**src/rtl/pipelined_prefix_adder_pkg.sv**
```systemverilog
// Shared constants and elaboration-time helpers for the pipelined Kogge-Stone adder.
// Prefix depth, register-stage count and latency are all derived here.
package prefix_adder_pkg;

  typedef enum logic {
    ADD = 1'b0,
    SUB = 1'b1
  } op_e;

  function automatic int clog2(input int v);
    int r;
    r = 0;
    while ((1 << r) < v) r++;
    return r;
  endfunction

  function automatic int calc_log2w(input int width);
    return clog2(width);
  endfunction

  // Prefix levels are grouped LPS at a time; a partial last group still costs a register.
  function automatic int calc_ng(input int width, input int lps);
    return (calc_log2w(width) + lps - 1) / lps;
  endfunction

  function automatic int calc_lat(input int width, input int lps);
    return calc_ng(width, lps) + 2;
  endfunction

endpackage

```
**src/rtl/pipelined_prefix_adder_if.sv**
```systemverilog
// Operand/result stream bundle for the prefix adder.
// The master drives operands and out_ready; the slave (adder) returns the result beat.
interface pipelined_prefix_adder_if #(
  parameter int WIDTH = 25,
  parameter int TAG_W = 4
);
  logic             in_valid;
  logic             in_ready;
  logic [WIDTH-1:0] a;
  logic [WIDTH-1:0] b;
  logic             cin;
  logic             sub;
  logic [TAG_W-1:0] in_tag;
  logic             out_valid;
  logic             out_ready;
  logic [WIDTH-1:0] sum;
  logic             cout;
  logic             ovf;
  logic             zero;
  logic [TAG_W-1:0] out_tag;

  modport master (
    output in_valid, a, b, cin, sub, in_tag, out_ready,
    input  in_ready, out_valid, sum, cout, ovf, zero, out_tag
  );

  modport slave (
    input  in_valid, a, b, cin, sub, in_tag, out_ready,
    output in_ready, out_valid, sum, cout, ovf, zero, out_tag
  );
endinterface

```
**src/rtl/pipelined_prefix_adder_prefix_level.sv**
```systemverilog
// One Kogge-Stone prefix level: combines each (P,G) pair with the pair DIST bits below.
// Bits below DIST have no partner and pass straight through.
module prefix_level #(
  parameter int WIDTH = 25,
  parameter int DIST  = 1
) (
  input  logic [WIDTH-1:0] p_i,
  input  logic [WIDTH-1:0] g_i,
  output logic [WIDTH-1:0] p_o,
  output logic [WIDTH-1:0] g_o
);

  for (genvar i = 0; i < WIDTH; i++) begin : g_bit
    if (i < DIST) begin : g_pass
      assign p_o[i] = p_i[i];
      assign g_o[i] = g_i[i];
    end else begin : g_comb
      assign g_o[i] = g_i[i] | (p_i[i] & g_i[i-DIST]);
      assign p_o[i] = p_i[i] & p_i[i-DIST];
    end
  end

endmodule

```
**src/rtl/pipelined_prefix_adder.sv**
```systemverilog
// Pipelined Kogge-Stone adder/subtractor with a lock-step valid/ready pipeline.
// Input register, NG prefix-group registers, then a registered sum/flag stage.
module pipelined_prefix_adder
  import prefix_adder_pkg::*;
#(
  parameter int WIDTH            = 25,
  parameter int LEVELS_PER_STAGE = 2,
  parameter int TAG_W            = 4
) (
  input logic                    clk,
  input logic                    rst,
  pipelined_prefix_adder_if.slave bus
);

  localparam int LOG2W = calc_log2w(WIDTH);
  localparam int NG    = calc_ng(WIDTH, LEVELS_PER_STAGE);

  logic             stall;
  logic [WIDTH-1:0] b_eff;
  logic [NG:0]      v_q;
  logic [NG:0]      cin_q;
  logic [WIDTH-1:0] p_q   [0:NG];
  logic [WIDTH-1:0] pr_q  [0:NG];
  logic [WIDTH-1:0] gr_q  [0:NG];
  logic [TAG_W-1:0] tag_q [0:NG];
  logic [WIDTH-1:0] grp_p [1:NG];
  logic [WIDTH-1:0] grp_g [1:NG];

  logic [WIDTH-1:0] carry_d, sum_d;
  logic             cout_d;
  logic [WIDTH-1:0] sum_q;
  logic             cout_q, ovf_q, zero_q, out_valid_q;
  logic [TAG_W-1:0] out_tag_q;

  assign stall        = out_valid_q & ~bus.out_ready;
  assign bus.in_ready = ~stall;
  assign b_eff        = (op_e'(bus.sub) == SUB) ? ~bus.b : bus.b;

  // Level k reads a register when it opens a group, otherwise the previous level.
  for (genvar k = 0; k < LOG2W; k++) begin : g_lvl
    logic [WIDTH-1:0] p_in, g_in, p_out, g_out;
    if (k % LEVELS_PER_STAGE == 0) begin : g_from_reg
      assign p_in = pr_q[k / LEVELS_PER_STAGE];
      assign g_in = gr_q[k / LEVELS_PER_STAGE];
    end else begin : g_from_lvl
      assign p_in = g_lvl[k-1].p_out;
      assign g_in = g_lvl[k-1].g_out;
    end
    prefix_level #(.WIDTH(WIDTH), .DIST(1 << k)) u_level (
      .p_i(p_in),
      .g_i(g_in),
      .p_o(p_out),
      .g_o(g_out)
    );
  end

  for (genvar j = 1; j <= NG; j++) begin : g_grp
    localparam int LAST = ((j * LEVELS_PER_STAGE < LOG2W) ? j * LEVELS_PER_STAGE : LOG2W) - 1;
    assign grp_p[j] = g_lvl[LAST].p_out;
    assign grp_g[j] = g_lvl[LAST].g_out;
  end

  // Full-width group terms let cin enter every carry in one step.
  assign carry_d = {gr_q[NG][WIDTH-2:0] | (pr_q[NG][WIDTH-2:0] & {(WIDTH-1){cin_q[NG]}}),
                    cin_q[NG]};
  assign sum_d   = p_q[NG] ^ carry_d;
  assign cout_d  = gr_q[NG][WIDTH-1] | (pr_q[NG][WIDTH-1] & cin_q[NG]);

  always_ff @(posedge clk) begin
    if (rst) begin
      v_q   <= '0;
      cin_q <= '0;
      for (int j = 0; j <= NG; j++) begin
        p_q[j]   <= '0;
        pr_q[j]  <= '0;
        gr_q[j]  <= '0;
        tag_q[j] <= '0;
      end
      out_valid_q <= 1'b0;
      sum_q       <= '0;
      cout_q      <= 1'b0;
      ovf_q       <= 1'b0;
      zero_q      <= 1'b0;
      out_tag_q   <= '0;
    end else if (!stall) begin
      v_q      <= {v_q[NG-1:0], bus.in_valid};
      cin_q    <= {cin_q[NG-1:0], bus.cin};
      p_q[0]   <= bus.a ^ b_eff;
      pr_q[0]  <= bus.a ^ b_eff;
      gr_q[0]  <= bus.a & b_eff;
      tag_q[0] <= bus.in_tag;
      for (int j = 1; j <= NG; j++) begin
        p_q[j]   <= p_q[j-1];
        pr_q[j]  <= grp_p[j];
        gr_q[j]  <= grp_g[j];
        tag_q[j] <= tag_q[j-1];
      end
      out_valid_q <= v_q[NG];
      sum_q       <= sum_d;
      cout_q      <= cout_d;
      ovf_q       <= carry_d[WIDTH-1] ^ cout_d;
      zero_q      <= ~|sum_d;
      out_tag_q   <= tag_q[NG];
    end
  end

  assign bus.out_valid = out_valid_q;
  assign bus.sum       = sum_q;
  assign bus.cout      = cout_q;
  assign bus.ovf       = ovf_q;
  assign bus.zero      = zero_q;
  assign bus.out_tag   = out_tag_q;

endmodule
```
**src/flat_wrapper.sv**
```systemverilog
// flat-port wrapper written by rule: the top's interface ports become plain ports
module pipelined_prefix_adder_flat import prefix_adder_pkg::*;
#(
  parameter int WIDTH            = 25,
  parameter int LEVELS_PER_STAGE = 2,
  parameter int TAG_W            = 4
)
  (clk, rst, bus_in_valid, bus_a, bus_b, bus_cin, bus_sub, bus_in_tag, bus_out_ready, bus_in_ready, bus_out_valid, bus_sum, bus_cout, bus_ovf, bus_zero, bus_out_tag);
  pipelined_prefix_adder_if #(.WIDTH(WIDTH), .TAG_W(TAG_W)) bus_i ();
  input logic clk;
  input logic rst;
  input wire logic [$bits(bus_i.in_valid)-1:0] bus_in_valid;
  input wire logic [$bits(bus_i.a)-1:0] bus_a;
  input wire logic [$bits(bus_i.b)-1:0] bus_b;
  input wire logic [$bits(bus_i.cin)-1:0] bus_cin;
  input wire logic [$bits(bus_i.sub)-1:0] bus_sub;
  input wire logic [$bits(bus_i.in_tag)-1:0] bus_in_tag;
  input wire logic [$bits(bus_i.out_ready)-1:0] bus_out_ready;
  output wire logic [$bits(bus_i.in_ready)-1:0] bus_in_ready;
  output wire logic [$bits(bus_i.out_valid)-1:0] bus_out_valid;
  output wire logic [$bits(bus_i.sum)-1:0] bus_sum;
  output wire logic [$bits(bus_i.cout)-1:0] bus_cout;
  output wire logic [$bits(bus_i.ovf)-1:0] bus_ovf;
  output wire logic [$bits(bus_i.zero)-1:0] bus_zero;
  output wire logic [$bits(bus_i.out_tag)-1:0] bus_out_tag;
  assign bus_i.in_valid = bus_in_valid;
  assign bus_i.a = bus_a;
  assign bus_i.b = bus_b;
  assign bus_i.cin = bus_cin;
  assign bus_i.sub = bus_sub;
  assign bus_i.in_tag = bus_in_tag;
  assign bus_i.out_ready = bus_out_ready;
  assign bus_in_ready = bus_i.in_ready;
  assign bus_out_valid = bus_i.out_valid;
  assign bus_sum = bus_i.sum;
  assign bus_cout = bus_i.cout;
  assign bus_ovf = bus_i.ovf;
  assign bus_zero = bus_i.zero;
  assign bus_out_tag = bus_i.out_tag;
  pipelined_prefix_adder #(.WIDTH(WIDTH), .LEVELS_PER_STAGE(LEVELS_PER_STAGE), .TAG_W(TAG_W)) u_core (.clk(clk), .rst(rst), .bus(bus_i));
endmodule
```
**config.mk**
```make
export PLATFORM = sky130hd
export DESIGN_NAME = pipelined_prefix_adder_flat
export DESIGN_NICKNAME = d
export VERILOG_FILES = /design/src/rtl/pipelined_prefix_adder_pkg.sv /design/src/rtl/pipelined_prefix_adder_if.sv /design/src/rtl/pipelined_prefix_adder_prefix_level.sv /design/src/rtl/pipelined_prefix_adder.sv /design/src/flat_wrapper.sv
export SDC_FILE = /design/constraint.sdc
export NUM_CORES = 1
export LEC_CHECK = 0
export CORE_UTILIZATION = 40
export DETAILED_ROUTE_END_ITERATION = 8
export PLACE_DENSITY = 0.58
export SETUP_SLACK_MARGIN = 0.5
export SYNTH_ARGS = -nofsm -noshare
export SYNTH_HDL_FRONTEND = slang
export SYNTH_HIERARCHICAL = 1
export SYNTH_SLANG_ARGS = --single-unit
export TNS_END_PERCENT = 50
```
**constraint.sdc**
```tcl
create_clock -name clk -period 14.1 [get_ports clk]
set_input_delay 4.23 -clock clk [delete_from_list [all_inputs] [get_ports clk]]
set_output_delay 4.23 -clock clk [all_outputs]
set_load 0.03 [all_outputs]
```
Word level (Yosys, flattened, before mapping)
Memories as Yosys holds them, arrays and structs flattened. A register that Yosys moved wholly into a read port is not among the register bits. Index checks and enable logic that the tools add are counted.

Bits in registers: 37. Bits in writable memories: 316. Output and inout bits: 34. Memories kept: 4.

Memories: u_core.gr_q (depth 4, bits a word 25, rd ports 4, clocked after memory_dff 0, write ports 4, line pipelined_prefix_adder.sv:24) `logic [WIDTH-1:0] gr_q [0:NG];`; u_core.p_q (depth 4, bits a word 25, rd ports 4, clocked after memory_dff 0, write ports 4, line pipelined_prefix_adder.sv:22) `logic [WIDTH-1:0] p_q [0:NG];`; u_core.pr_q (depth 4, bits a word 25, rd ports 4, clocked after memory_dff 0, write ports 4, line pipelined_prefix_adder.sv:23) `logic [WIDTH-1:0] pr_q [0:NG];`; u_core.tag_q (depth 4, bits a word 4, rd ports 4, clocked after memory_dff 1, write ports 4, line pipelined_prefix_adder.sv:25) `logic [TAG_W-1:0] tag_q [0:NG];`.

Multiplexer cells: 22. Bitwise logic cells: 310. Reduce and logical (&&, ||, !) cells: 3.

Operators with widths (count): $mux 25 (13); $and 1x1->1 (190); $or 1x1->1 (111); $xor 25x25->25 (2); $and 25x25->25 (1); $not 25->25 (1); $reduce_or 25->1 (1); $and 24x24->24 (1); $or 24x24->24 (1); $mux 4 (4); $mux 1 (5); $logic_not 1->1 (2); $not 1->1 (2); $xor 1x1->1 (1).

Depth between registers and ports, before layout
Word-level depth: 6. Depth in mapped cells: 7.

Modules after synthesis
The synthesis kept the hierarchy.

Modules (own cells, without submodules): pipelined_prefix_adder (times used 1, cells each 913, area each 13118.8 µm², seq. area each 9559.2 µm²); prefix_level (u_core.g_lvl[4].u_level) (times used 1, cells each 50, area each 375.4 µm², seq. area each 0.0 µm²); prefix_level (u_core.g_lvl[3].u_level) (times used 1, cells each 50, area each 367.9 µm², seq. area each 0.0 µm²); prefix_level (u_core.g_lvl[2].u_level) (times used 1, cells each 50, area each 356.6 µm², seq. area each 0.0 µm²); prefix_level (u_core.g_lvl[1].u_level) (times used 1, cells each 50, area each 350.3 µm², seq. area each 0.0 µm²); prefix_level (u_core.g_lvl[0].u_level) (times used 1, cells each 50, area each 347.8 µm², seq. area each 0.0 µm²).

Least setup slack after synthesis
Ideal clock, no wire load.

Path type: input-to-reg. Start: input port rst. End: register u_core.zero_q (netlist: u_core/bus.zero). Arrival: 11.874 ns. Setup slack: 1.764 ns. Stages on the path: 3. Buffers on the path: 1. Cells stage by stage: clkbuf_1 > nand2b_1 > o32ai_2.

RTL lines: start: declaration (line flat_wrapper.sv:11) `input logic rst;`; end signal: assignment (line pipelined_prefix_adder.sv:102) `zero_q <= ~|sum_d;`; end: declaration (line pipelined_prefix_adder.sv:32) `logic cout_q, ovf_q, zero_q, out_valid_q;`.

Final worst setup path
Start: input port bus_out_ready. End: output port bus_in_ready.

Word-level cells in the longest chain between the ends: 3.

RTL lines: start: declaration (line flat_wrapper.sv:18) `input wire logic [$bits(bus_i.out_ready)-1:0] bus_out_ready;`; $not 1->1 (line pipelined_prefix_adder.sv:35) `assign stall = out_valid_q & ~bus.out_ready;`; $and 1x1->1 (line pipelined_prefix_adder.sv:35); $not 1->1 (line pipelined_prefix_adder.sv:36) `assign bus.in_ready = ~stall;`; end: declaration (line flat_wrapper.sv:19) `output wire logic [$bits(bus_i.in_ready)-1:0] bus_in_ready;`.

Every way passes these cells.

==> out/qor.csv <==
metric,value,unit
status,finished clean,
crit_arrival,6.81,ns
synth_area_leaders,"edfxtp_1, and2_1, dfxtp_1",
path_delay_family,buffers and inverters,
finalCritPeriodShare,78.28,%
ctsRootBufferMaster,clkbuf_16,
holdCritPathClass,reg2reg,
grt_pass1_vias,7595,
fillers,3328,
peakVddDrop,0.00006409,V
reg2reg_depth,5,
post_cts_buffers,0,
clk_latency,0.52,ns
cp_slowest_cell,inv_1,
critical_path_buf_inv_count,4,
drt-initial-drc-count,442,
fin_worst_skew,0.03138,ns
coreArea,36610,µm²
dieArea,38070,µm²
drv_cap,0,
slew_viol_final,0,
synth_nets,1248,
worst_path_most_repeated_cell,clkdlybuf4s50_1,
critPathMaxFanout,42,
drive_above_1_share,8.313,%
syn2layout_area_growth,13.81,%
gp_congestion,0.7722,
finalCriticalPeriod,11.04,ns
yosysTopAreaCellShare,58.58,%
grt_pass1_wl,41080,µm
hold_viol_final,0,
synth_edf_count,291,
fp-row-count,70,
viasPerCell,4.610,
final_cell_mix,"and2_1, edfxtp_1, a21o_1",
synthDistinctLibCells,28,
power,2.140,mW
setup_viol,0,
die_height,195.1,µm
htreeDepth,2,
worst_slew_pin_slew,1.170,ns
detailed_place_hpwl,17250,µm
power_density,126.0,nW/µm²
synth_area,14920,µm²
ios,94,
drc,0,
vias,7758,
final_area,16980,µm²
ys_ff_latch,332,
grt_max_degree,131,
stdcell_count,1683,
crit_cells,5,
synth_largest_area_cell,edfxtp_1,
setup_slack,3.063,ns
r2r-start,u_core/bus.out_valid,
slew_headroom,21.97,%
syn_avg_cell_area,12.83,µm²
synthCells,1163,
antenna_cells,0,
placed_area,15850,µm²
synthArstFlopShare,0,%
first_pass_iters,4,
ys_warn_count,6,
detail_route.wl_per_cell,15.25,µm
cp-end-kind,output pin,
synth_ff_type,edfxtp_1,
startpoint,bus_out_ready,
cts.sinks,332,
start_kind,primary input,
die_w,195.1,µm
place_worst_setup_slack,3.020,ns
setup_tns,0,ns
wirelength,25670,µm
cts_buffers,37,
fin_nets,1276,
total_leakage_power,7.429,nW
slowest_delay,0.89,ns
antenna_found_initial,0,
final_common_cell,and2_1,
rsz0062_at_grt,false,
worstPathRequired,9.87,ns
ys_seq_area_share,64.08,%
cts_resized,0,
io_buffer_count,93,
cts_tree,yes,
hold_path_depth,2,
crit_chain,clkdlybuf4s50_1 -> nor2b_4 -> buf_4 -> inv_1 -> clkdlybuf4s50_1,
holdBufCountCts,0,
hp-start,u_core/v_q[3],
grt_overflow,0,
start_util,40.75,%
grtUsageTotal,13.71,%
path_clk_slew,0.05,ns
ant_nets,0,
max_clock_freq,90.60,MHz
worstSetupPathType,in2out,
cts_buffer_depth,3,
dp.cells,1620,
logic make-up (layout without fill, tap and decap cells):
logic type	count (synthesis)	in the layout	share of synthesized area (%)
AOI/OAI and AO/OA	161	161	7.281
xor gates and xnor gates	50	50	2.936
adders and majority gates	25	25	2.097
buffers and inverters	116	168	4.647
DFF	332	332	64.08
and+or+nand+nor	479	479	18.96
tightest hold or removal path, cell delays in order, from the launching register on:
cell     delay (ns)
dfxtp_1        0.31
nand2_1        0.05
a21oi_1        0.05
report_power, final:
group	total, mW	switching [mW]	leakage, nW	internal, mW
clock network	0.894	0.365	0.553	0.528
registers	1.13	0.0222	3.86	1.10
logic	0.119	0.0583	3.02	0.0612
Yosys cell counts, types with 5 or more instances:
cell,number
and2_1,354
nor4_1,5
a21oi_1,55
xor2_1,25
edfxtp_1,291
and2_2,31
xnor2_1,25
nand2_1,77
nor2_1,5
a21o_1,94
dfxtp_1,41
ha_1,25
buf_2,8
clkbuf_1,42
a21oi_2,6
buf_4,62
final timing paths:
| check | to | slack, ns |
|---|---|---|
| min | u_core/v_q[3] | 0.45 |
| min reg2reg | u_core/v_q[3] | 0.45 |
| max | bus_in_ready | 3.06 |
| max reg2reg | u_core/p_q[3][10] | 10.66 |
per-layer routing:
| metal | vias up | wire [µm] | global-route usage [%] |
|---|---|---|---|
| li1 | 3987 | - | - |
| met1 | 3580 | 12220 | 18.92 |
| met2 | 144 | 11770 | 22.02 |
| met3 | 47 | 1107 | 2.297 |
| met4 | 0 | 569 | 4.404 |
| met5 | - | 0 | 0 |
metrics by stage:
| stage | utilization [%] | hold slack [ns] |
|---|---|---|
| after floorplan | - | 0.4321 |
| after global placement | 43.28 | 0.4396 |
| after detailed placement | 43.28 | 0.4449 |
| after CTS | 46.37 | 0.4526 |
| after global routing | 46.37 | 0.4718 |
| final | 46.37 | 0.4506 |
sequential cells by signal (all words and copies together) (netlist names), 4 cells and up:
name and count:
u_core/tag_q 16, u_core/cin_q 4, u_core/bus.sum 25, u_core/bus.out_tag 4
u_core/gr_q 100, u_core/v_q 4, u_core/p_q 75, u_core/pr_q 100
area by class of cell:
class                           count  area, µm²  share of cell area [%]
Inverter                            2      7.507                 0.04422
Sequential cell                   332       9559                   56.31
Timing Repair Buffer              103       1006                   5.926
Clock buffer                       49       1026                   6.044
Multi-Input combinational cell    715       4687                   27.61
Tap cell                          468      585.6                   3.449
Clock inverter                     14      105.1                  0.6191
Power figures use the tool's default switching activity.
